**config.mk**
```make
export PLATFORM = sky130hd
export DESIGN_NAME = uart_rx_fsm
export DESIGN_NICKNAME = d
export VERILOG_FILES = /design/src/rtl/uart_rx_fsm.sv
export SDC_FILE = /design/constraint.sdc
export NUM_CORES = 1
export LEC_CHECK = 0
export BUFFER_PORTS_ARGS = -buffer_cell sky130_fd_sc_hd__buf_2
export CORE_ASPECT_RATIO = 1.2
export CORE_MARGIN = 3
export CORE_UTILIZATION = 47
export CTS_CLUSTER_SIZE = 40
export DETAILED_ROUTE_END_ITERATION = 8
export PLACE_DENSITY = 0.83
export SYNTH_ARGS = -nofsm -noshare
export SYNTH_HDL_FRONTEND = slang
export SYNTH_SLANG_ARGS = --single-unit
export TNS_END_PERCENT = 50
```
**constraint.sdc**
```tcl
create_clock -name clk -period 2 [get_ports clk]
set_input_delay 0.3 -clock clk [delete_from_list [all_inputs] [get_ports clk]]
set_output_delay 0.3 -clock clk [all_outputs]
set_load 0.1 [all_outputs]
```
**src/rtl/uart_rx_fsm.sv**
```systemverilog
// Frame-level controller of the UART receiver: start detection, phase sequencing,
// data capture and glitch/parity/stop checking, with the parallel data output.
module uart_rx_fsm #(
  parameter int DATA_W = 8
) (
  input  logic              clk,
  input  logic              rst,
  input  logic              rx_in,
  input  logic [5:0]        prescale,
  input  logic              par_en,
  input  logic              par_typ,
  input  logic [5:0]        edge_cnt,
  input  logic [3:0]        bit_cnt,
  input  logic              sampled_bit,
  output logic              edge_en,
  output logic              dat_samp_en,
  output logic              end_frame,
  output logic [5:0]        prescale_edge,
  output logic [DATA_W-1:0] p_data,
  output logic              data_valid,
  output logic              par_err,
  output logic              stp_err
);

  typedef enum logic [2:0] {
    IDLE,
    START,
    DATA,
    PARITY,
    STOP
  } state_t;

  localparam logic [3:0] LAST_DATA_BIT = 4'(DATA_W + 1);

  state_t            state, state_nxt;
  logic [DATA_W-1:0] shift_reg, shift_nxt;
  logic [DATA_W-1:0] p_data_nxt;
  logic [5:0]        prescale_nxt;
  logic              par_err_nxt, stp_err_nxt, data_valid_nxt;
  logic [5:0]        cp, last;
  logic              at_cp, at_last;

  // Received parity bit against the captured data; odd parity inverts the sense.
  function automatic logic parity_mismatch(input logic [DATA_W-1:0] data,
                                           input logic              par_bit,
                                           input logic              odd);
    return par_bit ^ (^data) ^ odd;
  endfunction

  // First valid sample point of each bit, and its final edge.
  assign cp      = {1'b0, prescale_edge[5:1]} + 6'd2;
  assign last    = prescale_edge - 6'd1;
  assign at_cp   = (edge_cnt == cp);
  assign at_last = (edge_cnt == last);

  assign edge_en     = (state != IDLE);
  assign dat_samp_en = edge_en;

  always_comb begin
    state_nxt      = state;
    shift_nxt      = shift_reg;
    p_data_nxt     = p_data;
    prescale_nxt   = prescale_edge;
    par_err_nxt    = par_err;
    stp_err_nxt    = stp_err;
    data_valid_nxt = 1'b0;
    end_frame      = 1'b0;
    case (state)
      IDLE: begin
        if (!rx_in) begin
          state_nxt    = START;
          prescale_nxt = prescale;
          par_err_nxt  = 1'b0;
          stp_err_nxt  = 1'b0;
        end
      end
      START: begin
        if (at_cp && sampled_bit) begin
          state_nxt = IDLE;
          end_frame = 1'b1;
        end else if (at_last) begin
          state_nxt = DATA;
        end
      end
      DATA: begin
        if (at_cp) begin
          shift_nxt = {sampled_bit, shift_reg[DATA_W-1:1]};
        end
        if (at_last && (bit_cnt == LAST_DATA_BIT)) begin
          state_nxt = par_en ? PARITY : STOP;
        end
      end
      PARITY: begin
        if (at_cp) begin
          par_err_nxt = parity_mismatch(shift_reg, sampled_bit, par_typ);
        end
        if (at_last) begin
          state_nxt = STOP;
        end
      end
      STOP: begin
        // Leaving at CP keeps the back half of the stop bit open for the next start edge.
        if (at_cp) begin
          stp_err_nxt = ~sampled_bit;
          end_frame   = 1'b1;
          state_nxt   = IDLE;
          if (!par_err && sampled_bit) begin
            p_data_nxt     = shift_reg;
            data_valid_nxt = 1'b1;
          end
        end
      end
      default: state_nxt = IDLE;
    endcase
  end

  always_ff @(posedge clk or negedge rst) begin
    if (!rst) begin
      state         <= IDLE;
      shift_reg     <= '0;
      p_data        <= '0;
      prescale_edge <= '0;
      par_err       <= 1'b0;
      stp_err       <= 1'b0;
      data_valid    <= 1'b0;
    end else begin
      state         <= state_nxt;
      shift_reg     <= shift_nxt;
      p_data        <= p_data_nxt;
      prescale_edge <= prescale_nxt;
      par_err       <= par_err_nxt;
      stp_err       <= stp_err_nxt;
      data_valid    <= data_valid_nxt;
    end
  end

endmodule

```
==> summary.txt <==
Outcome
  • Outcome: complete, but fails checks
  • Failing checks: setup timing

Timing
  • Final hold vios: 0
  • Unrepaired setup endpoints after global routing: true
  • Fin crit period: between 2 and 2.5 ns
  • Clk_skew: around 0.0036 ns
  • Fmax: about 400 MHz
  • Hold Slack: 0.1635 ns
  • Post-route setup TNS: -4.371 ns
  • Final setup fails: 20
  • Max-slew violation count: 0
  • Fin crit share: 122.9%
  • Slew HR: about three fifths
  • Slew @ Worst Pin: between 0.6 and 0.7 ns
  • Worst setup margin: -0.4574 ns

Detailed routing
  • TritonRoute pass-1 iters: 4
  • Routed via count: around 1300
  • DRT antenna net count: 0
  • Drt total wl: 3570 um
  • WL/cell: 15.06 um
  • Vias per cell: around 5.4
  • Initial DRC count: 67
  • DRC: 0

Logic synthesis
  • Top cells by area, synth: dfrtp_1 44%, mux2_2 13%, xnor2_1 11%, ha_1 3.1%, o21ai_0 2.5%
  • EDFF count, synth: 0
  • Synth Register Bits: 28
  • Gate Count Post-Synth: 143
  • Area leader, netlist: dfrtp_1
  • Warnings, synthesis: 0
  • Avg Inst Size Synth: approximately 11 um2
  • Register area share after synthesis: 43.65%
  • Mapped Area: 1605 um2
  • Netlist cell types: 33
  • Post-synth top cells: 28 x dfrtp_1, 21 x xnor2_1, 19 x mux2_2
  • Synth top area share: roughly 44%
  • Most frequent cell after synthesis: dfrtp_1
  • Post-Syn Nets: roughly 170
  • FFs w/ async S/R, synth: 100.0%
  • Main synth FF type: dfrtp_1

Global routing
  • Total track usage: approximately 18%
  • Vias in the first global route: 1294
  • Largest net degree at the start of global routing: 29
  • First-pass GRT wire length: around 5700 um
  • Total grt overflow: 0
  • Initial antenna violation count: 0

Critical path
  • CP peak stage delay: 0.54 ns
  • Crit path buffers/inverters: 3
  • WP data arrival: around 2.2 ns
  • CP max FO: 3
  • Critical path class: reg2out
  • Startpoint types: flip-flop
  • Critical Path End Type: output pin
  • Slowest CP cell: dfrtp_4
  • Req. time, crit path: between 1.5 and 2 ns
  • Crit path max-delay family: flip-flops
  • Worst R2R Setup Slack: -0.33 ns
  • Critical Path, Cell by Cell: inv_4 -> ha_4 -> xor2_1 -> nor3_2 -> o211ai_4 -> buf_4 -> nor3_4 -> buf_12

Final layout
  • Nets: roughly 230
  • Final Non-Filler Cells: approximately 240
  • P&R area growth vs syn: 33.98%
  • Share of post-route cells with drive strength above 1: about half
  • Layout fillers: about 250
  • Fin area: 2151 um2
  • ANT cells: 0

Floorplanning
  • Die footprint: 4156 um2
  • Initial core utilization: 50.71%
  • DIE HEIGHT: 70.02 um
  • I/O pin count: 42
  • Placement Rows: 22
  • Die Span X: around 59 um
  • Core area: approximately 3200 um2

Flow run
  • # Max-Cap Violations: 0

Placement
  • Dpl cells: approximately 230
  • Global placement routability congestion: 0.8261
  • DP HPWL: 2768 um
  • Placement Cell Area: 2034 um2
  • PortBufs: a little over 40

Clocking
  • Clk_lat worst skew: 0.33 ns
  • Clock edge transition at the registers on the reported setup and hold paths: 0.15 ns
  • Root buffer cell: clkbuf_4
  • Total CTS buffers: 3
  • Maximum clock insertion buffer count: 2
  • H-tree levels: 1
  • Clk sinks: 28
  • CTS tree: built

Power
  • Maximum VDD drop: between 1 and 1.5 mV
  • Cell leakage power: between 0.001 and 0.0015 uW
  • P per Cell Area: ~1400 nW/um2

Hold path
  • Hold Crit Class: in2reg
-- tightest hold or removal path, delay by kind of cell --
kind                   cells  cell delay [ns]
AND/OR/NAND/NOR            1             0.03
AO/OA/AOI/OAI              1             0.06
buffers and inverters      1             0.07
-- logic make-up (layout without fill, tap and decap cells) --
logic type,after synthesis,after routing,synth area share (%)
fa+ha+maj,4,4,3.118
flops,28,28,43.65
xor+xnor,25,25,14.11
mux,20,20,13.95
simple gates,32,33,12.71
buf+inv,13,70,3.507
compound gates,21,21,8.964
-- final cells by class --
type                    count  area [um2]  area share, %
inverters                   8       35.03          1.629
well taps                  36       45.04          2.094
multi-input cells         103       935.9          43.51
clock inverters             1       30.03          1.396
repair buffers             58       367.9          17.10
clock buffers               3       22.52          1.047
flip-flops and latches     28       714.4          33.22
-- power breakdown --
group | internal (uW) | switching, uW
Clock | 203 | 168
Combinational | 581 | 1120
Sequential | 673 | 165
Total | 1460 | 1450
-- cells in the final DEF (no fill, tap or decap), types with 3 or more instances in the layout --
| cell type | instances |
|---|---|
| clkbuf_4 | 4 |
| inv_1 | 6 |
| mux2_2 | 11 |
| nand2_1 | 8 |
| buf_2 | 38 |
| nor3_2 | 4 |
| dfrtp_2 | 5 |
| a21oi_1 | 5 |
| nor2_1 | 7 |
| mux2_4 | 8 |
| o21ai_0 | 8 |
| xor2_1 | 3 |
| nor3_4 | 3 |
| dfrtp_1 | 21 |
| buf_4 | 16 |
| xnor2_1 | 21 |
-- per-layer routing --
metal  GRT usage (%)  part of all wire (%)  vias up
li1                -                     -      613
met1           22.13                    39      627
met2           30.26                    55       41
met3           3.142                   5.1        6
met4           6.801                   1.2        0
met5               0                     0        -
-- per-stage QoR --
stage	setup slack, ns	utilization, %	power [uW]
after floorplan	-0.5270	-	2118
after global placement	-0.09131	64.27	2412
after detailed placement	-0.1790	64.27	2482
after CTS	-0.5156	67.35	2913
after global routing	-0.5687	67.94	3086
final	-0.4574	67.94	2908
-- final timing paths --
kind	cells past startpoint	start	end
max	8	prescale_edge[3]$_DFFE_PN0P_	end_frame
min	3	prescale[1]	prescale_edge[1]$_DFFE_PN0P_
max reg2reg	11	prescale_edge[3]$_DFFE_PN0P_	state[1]$_DFFE_PN0P_
min reg2reg	1	p_data[2]$_DFFE_PN0P_	p_data[2]$_DFFE_PN0P_
max in group asynchronous	2	rst	prescale_edge[3]$_DFFE_PN0P_
min in group asynchronous	2	rst	p_data[6]$_DFFE_PN0P_
-- what timing repair did --
action,in CTS,in global routing
pin swaps,5,4
cloned,0,1
resized for setup,1,6
endpoints found under the hold margin,28,0
endpoints found under the setup margin,20,23
buffers inserted,5,0
hold buffers,1,0
Power figures use the tool's default switching activity.
